File: config.mk
export PLATFORM = sky130hd
export DESIGN_NAME = decoder_4to16_reg
export DESIGN_NICKNAME = d
export VERILOG_FILES = /design/src/rtl/decoder_pkg.sv /design/src/rtl/decoder_2to4.sv /design/src/rtl/decoder_4to16_reg.sv
export SDC_FILE = /design/constraint.sdc
export NUM_CORES = 1
export LEC_CHECK = 0
export BUFFER_PORTS_ARGS = -buffer_cell sky130_fd_sc_hd__buf_2
export CORE_UTILIZATION = 30
export CTS_CLUSTER_SIZE = 40
export DETAILED_ROUTE_END_ITERATION = 7
export PLACE_DENSITY = 0.64
export SLEW_MARGIN = 10
export SYNTH_ARGS = -nofsm -noshare
export SYNTH_HDL_FRONTEND = slang
export SYNTH_SLANG_ARGS = --single-unit
File: constraint.sdc
create_clock -name clk -period 1.7 [get_ports clk]
set_input_delay 0.17 -clock clk [delete_from_list [all_inputs] [get_ports clk]]
set_output_delay 0.17 -clock clk [all_outputs]
set_load 0.005 [all_outputs]
File: src/rtl/decoder_pkg.sv
// Shared widths and types for the registered 4-to-16 one-hot decoder.
package decoder_pkg;

    localparam int DEC_IN_W  = 4;
    localparam int DEC_OUT_W = 16;

    typedef logic [DEC_IN_W-1:0]  dec_sel_t;
    typedef logic [DEC_OUT_W-1:0] dec_onehot_t;

endpackage : decoder_pkg

File: src/rtl/decoder_2to4.sv
// Combinational 2-to-4 one-hot decoder; a low enable forces all zeros.
module decoder_2to4 (
    input  logic [1:0] sel,
    input  logic       en,
    output logic [3:0] out
);

    always_comb begin
        // NOTE: default first so every path assigns out and no latch is inferred.
        out = 4'b0000;
        if (en) begin
            out[sel] = 1'b1;
        end
    end

endmodule : decoder_2to4

File: src/rtl/decoder_4to16_reg.sv
// Registered 4-to-16 one-hot decoder built from a two-level tree of 2-to-4 decoders.
module decoder_4to16_reg
    import decoder_pkg::*;
#(
    parameter int IN_W  = DEC_IN_W,
    parameter int OUT_W = DEC_OUT_W
) (
    input  logic             clk,
    input  logic             rst,
    input  logic             en,
    input  logic             in_valid,
    input  logic [IN_W-1:0]  in,
    output logic [OUT_W-1:0] out,
    output logic             out_valid
);

    logic        fire;
    logic [3:0]  group_en;
    dec_onehot_t decoded;

    // Gating the root decoder zeroes the whole tree when the input is not taken.
    assign fire = en & in_valid;

    decoder_2to4 u_group (
        .sel (in[3:2]),
        .en  (fire),
        .out (group_en)
    );

    for (genvar g = 0; g < 4; g++) begin : g_line
        decoder_2to4 u_line (
            .sel (in[1:0]),
            .en  (group_en[g]),
            .out (decoded[g*4 +: 4])
        );
    end

    always_ff @(posedge clk) begin
        // NOTE: non-blocking assignments keep every register update on the same edge.
        if (rst) begin
            out       <= '0;
            out_valid <= 1'b0;
        end else begin
            out       <= decoded;
            out_valid <= fire;
        end
    end

endmodule : decoder_4to16_reg

==> metrics.yaml, run 1 <==
antenna_found_initial: 0
tns_ns: 0
hold_viol_final: 0
cts_sinks: 17
synthMuxAreaShare: 0
relSlewSlack: 0.774
max_cap_violations: 0
die_area_um2: 1900
drtPass1Iterations: 6
multiInputGateArea_um2: 164
cts_buffers: 3
min_period_ns: 0.885
path_delay_family: "flip-flops"
cpMaxStageDelayCell: "dfxtp_1"
regArea_um2: 340
grt_pass1_vias: 347
startpoint: "out_valid$_SDFF_PP0_"
cts_tree: "built"
start_util: 0.333
fillers: 165
drc: 1
finalSetupViolCount: 0
overflow: 0
syn_inst: 47
synthDistinctLibCells: 13
yosys.area_share.simple: 0.316
ys_ff_latch: 17
finish.instance_area_um2: 674
path_buf_inv: 1
ant_nets: 0
nNetsFinal: 82
cp-start-kind: "flip-flop"
num_vias: 432
synth_seq_area_share: 0.655
grt_first_pass_wirelength_mm: 1.46
fmax_mhz: 1130
cp_slowest_stage_delay_ns: 0.31
critPathCapture: "out_valid"
gr-usage-all-layers: 0.113
wl_per_cell_um: 11.0
critPathMaxFanout: 1
netlist_area_um2: 519
fin_crit_sh: 0.521
postSynthAreaPerCell_um2: 11.0
synth_xor_area_frac: 0
synth_nets: 55
area_delta_synth_final_pct: 29.9
synth_compound_area_frac: 0
violations: "design-rule violations"
numPortBuffers: 24
worstSetupPathType: "flip-flop to output port"
drt_wl_total_um: 978
clkTransAtPathRegs_ns: 0.10
drt_iter0_drc: 15
htree_levels: 1
ir_drop_v: 0.000322
p_per_area_nw_per_um2: 969
worstMarginPinSlew_ns: 0.338
drv_slew: 0
rsz0062_at_grt: "false"
hold_start: "in_valid"
endpoint_kind: "output port"
core-area_um2: 1560
rows: 14
clockBufferDepth: 2
postCtsSetupBuffers: 0
synth_top_family_by_area: "simple AND/OR/NAND/NOR gates"
crit_required_ns: 1.53
status: "complete, but fails checks"
placed_area_um2: 644
die_w_um: 43.6
cp.depth: 1
p_leak_nw: 0.306
root_buffer: "clkbuf_4"
cts-hold-fix-buffers: 0
dp_hpwl_um: 684
grt_max_degree: 13
gp_congestion: 0.665
num_antenna_cells: 0
synth_warnings: 0
drive_above_1_share: 0.397
io_pins: 25
cp_cell_sequence: "buf_2"
synthAdderAreaFrac: 0
ctsResizeCount: 0
routed_via_density: 4.85
min_path_type: "input pin to flip-flop"
critPathArrivalTime_ns: 0.71
die_height_um: 43.6
cell usage after synthesis:
library cell,instances,share of area
dfxtp_1,17,0.66
or4b_1,1,0.019
nor4_1,6,0.072
nand3_1,1,0.0096
nand2b_1,2,0.024
nand4bb_1,2,0.043
clkbuf_1,1,0.0072
or4_4,1,0.022
nand2_1,2,0.014
buf_6,1,0.022
nor2_1,11,0.080
nand4b_1,1,0.017
nand3b_1,1,0.014
per-layer routing:
layer | share of wire | routed length, µm | GRT usage
met4 | 0.017 | 17 | 0.113
met3 | 0.078 | 76 | 0.0417
met1 | 0.45 | 440 | 0.144
met2 | 0.45 | 443 | 0.140
met5 | 0 | 0 | 0
cell families (layout without fill, tap and decap cells):
logic type | count (synthesis) | count (layout)
buffers and inverters | 2 | 28
AND/OR/NAND/NOR | 28 | 28
flip-flops | 17 | 17
flip-flops by register name, summed over array words and instances (netlist names):
register and cells:
out_valid 1, out 16
how the worst min path moves through the flow:
stage | cells past startpoint | slack [ns] | to
2_1_floorplan | 2 | 0.28 | out_valid$_SDFF_PP0_
3_3_place_gp | 3 | 0.42 | out_valid$_SDFF_PP0_
3_5_place_dp | 3 | 0.42 | out_valid$_SDFF_PP0_
4_1_cts | 3 | 0.09 | out_valid$_SDFF_PP0_
5_1_grt | 3 | 0.1 | out_valid$_SDFF_PP0_
6_report | 3 | 0.10 | out_valid$_SDFF_PP0_
report_power, final:
group / switching [mW] / total, mW / internal (mW) / leakage [nW]
Clock: 0.123 / 0.212 / 0.0894 / 0.0139
Combinational: 0.0244 / 0.0398 / 0.0154 / 0.155
Sequential: 0.000611 / 0.402 / 0.401 / 0.137
Total: 0.148 / 0.653 / 0.506 / 0.306
cells in the final DEF (no fill, tap or decap):
cell | netlist | routed
nand3_1 | 1 | 1
nand2_1 | 2 | 2
or4_4 | 1 | 1
nand3b_1 | 1 | 1
nor2_1 | 11 | 11
dfxtp_1 | 17 | 17
or4b_1 | 1 | 1
nand4bb_1 | 2 | 2
buf_2 | 0 | 24
clkinvlp_4 | 0 | 1
nor4_1 | 6 | 6
nand4b_1 | 1 | 1
clkbuf_4 | 0 | 3
nand2b_1 | 2 | 2
per-stage QoR:
step / std cells / worst slack, ns / hold slack [ns] / utilization / power [mW]
floorplan: 47 / 0.771 / 0.284 / - / 0.433
finish: 89 / 0.815 / 0.104 / 0.433 / 0.653
global placement: 85 / 0.659 / 0.417 / 0.413 / 0.450
detailed placement: 85 / 0.601 / 0.416 / 0.413 / 0.450
CTS: 89 / 0.797 / 0.0907 / 0.433 / 0.664
global route: 89 / 0.771 / 0.0979 / 0.433 / 0.681
cell type report:
cell class,instances,area share
Sequential cell,17,0.505
Multi-Input combinational cell,28,0.243
Clock inverter,1,0.0111
Tap cell,16,0.0297
Timing Repair Buffer,24,0.178
Clock buffer,3,0.0334
Note: power is estimated with default switching activity, not from simulation.
==> run 2, diff against run 1 <==
clock period = 0.9 ns   (was 1.7 ns; I/O delays follow)
==> metrics.yaml, run 2 (synthesis gave the netlist of run 1 again) <==
status: "complete, but fails checks"
violations: "design-rule violations"
cpMaxStageDelayCell: "dfxtp_1"
drtPass1Iterations: 6
multiInputGateArea_um2: 164
p_per_area_nw_per_um2: 1720
cts-hold-fix-buffers: 0
fin_cells: 96
critPathArrivalTime_ns: 0.72
relSlewSlack: 0.826
worstMarginPinSlew_ns: 0.259
clkTransAtPathRegs_ns: 0.10
drive_above_1_share: 0.450
rows: 14
overflow: 0
cts_buffers: 3
grt_pass1_vias: 375
final_util: 0.465
io_pins: 25
ir_drop_v: 0.000600
fillers: 156
min_period_ns: 0.810
drc: 1
top_regs: "out x16, out_valid x1"
pwr-share-seq: 0.610
num_antenna_cells: 0
critPathMaxFanout: 1
max_cap_violations: 0
crit_required_ns: 0.81
clockBufferDepth: 2
swShare: 0.221
cp-start-kind: "flip-flop"
cp_cell_sequence: "buf_2"
postCtsSetupBuffers: 0
ant_nets: 0
antenna_found_initial: 0
dpl.cell_count: 92
final_common_cell: "buf_2"
ctsResizeCount: 0
dp_hpwl_um: 762
fin_crit_sh: 0.900
p_leak_nw: 0.342
routed_via_density: 4.70
endpoint_kind: "output port"
dp_worst_setup_slack_ns: -0.0186
drv_slew: 0
min_path_type: "input pin to flip-flop"
drt_iter0_drc: 8
htree_levels: 1
cp_slowest_stage_delay_ns: 0.33
internal_power_uw: 970
regArea_um2: 340
pwr-share-clk: 0.312
p_sw_uw: 275
area_delta_synth_final_pct: 39.5
setup_slack_ns: 0.0898
top_register: "out"
drt_wl_total_um: 993
rsz0062_at_grt: "false"
cts_sinks: 17
grt_first_pass_wirelength_mm: 1.60
p_total_mw: 1.24
largest_reg_flops: 16
fmax_mhz: 1230
root_buffer: "clkbuf_4"
most-common-layout-cells: "buf_2 (24), dfxtp_1 (17), nor2_1 (11), buf_4 (7), nor4_1 (6)"
num_vias: 451
die_height_um: 43.6
path_delay_family: "flip-flops"
worstSetupPathType: "flip-flop to output port"
finalSetupViolCount: 0
path_buf_inv: 1
combPwrFrac: 0.078
die_w_um: 43.6
hold_viol_final: 0
die_area_um2: 1900
cts_tree: "built"
grt_max_degree: 11
gr-usage-all-layers: 0.121
numPortBuffers: 24
wl_per_cell_um: 10.3
gp_congestion: 0.736
core-area_um2: 1560
start_util: 0.333
nNetsFinal: 89
run 2: power by group through the flow:
stage | registers [mW] | clock network, mW | logic (mW)
2_1_floorplan | 0.777 | 0 | 0.0402
6_report | 0.759 | 0.389 | 0.0976
5_1_grt | 0.760 | 0.439 | 0.108
4_1_cts | 0.759 | 0.400 | 0.0971
3_3_place_gp | 0.776 | 0 | 0.0948
3_5_place_dp | 0.776 | 0 | 0.0969
run 2: layer usage:
metal	up-vias	wire, µm	track usage
li1	228	-	-
met1	202	470	0.157
met2	17	427	0.164
met3	4	69	0.0250
met4	0	25	0.113
met5	-	0	0
run 2: tightest hold or removal path, stage by stage:
cell and delay, ns:
buf_2 0.11, nand2_1 0.05, nor2_1 0.03
run 2: final timing paths:
| path | from | to | slack (ns) | cells past startpoint |
|---|---|---|---|---|
| hold / removal | in_valid | out_valid$_SDFF_PP0_ | 0.03 | 3 |
| setup / recovery | out_valid$_SDFF_PP0_ | out_valid | 0.09 | 1 |
run 2: through the flow:
| step | instance area, µm² | hold slack [ns] | setup TNS [ns] |
|---|---|---|---|
| after floorplan | 519 | 0.204 | 0 |
| after global placement | 697 | 0.333 | 0 |
| after detailed placement | 697 | 0.338 | -0.0370 |
| after CTS | 724 | 0.0212 | 0 |
| after global routing | 724 | 0.0183 | 0 |
| final | 724 | 0.0288 | 0 |
run 2: area by class of cell:
class,instances,share of cell area
tap,16,0.0276
multi-input combinational,28,0.226
clock buffer,3,0.0311
sequential,17,0.470
clock inverter,1,0.00691
timing repair buffer,31,0.238
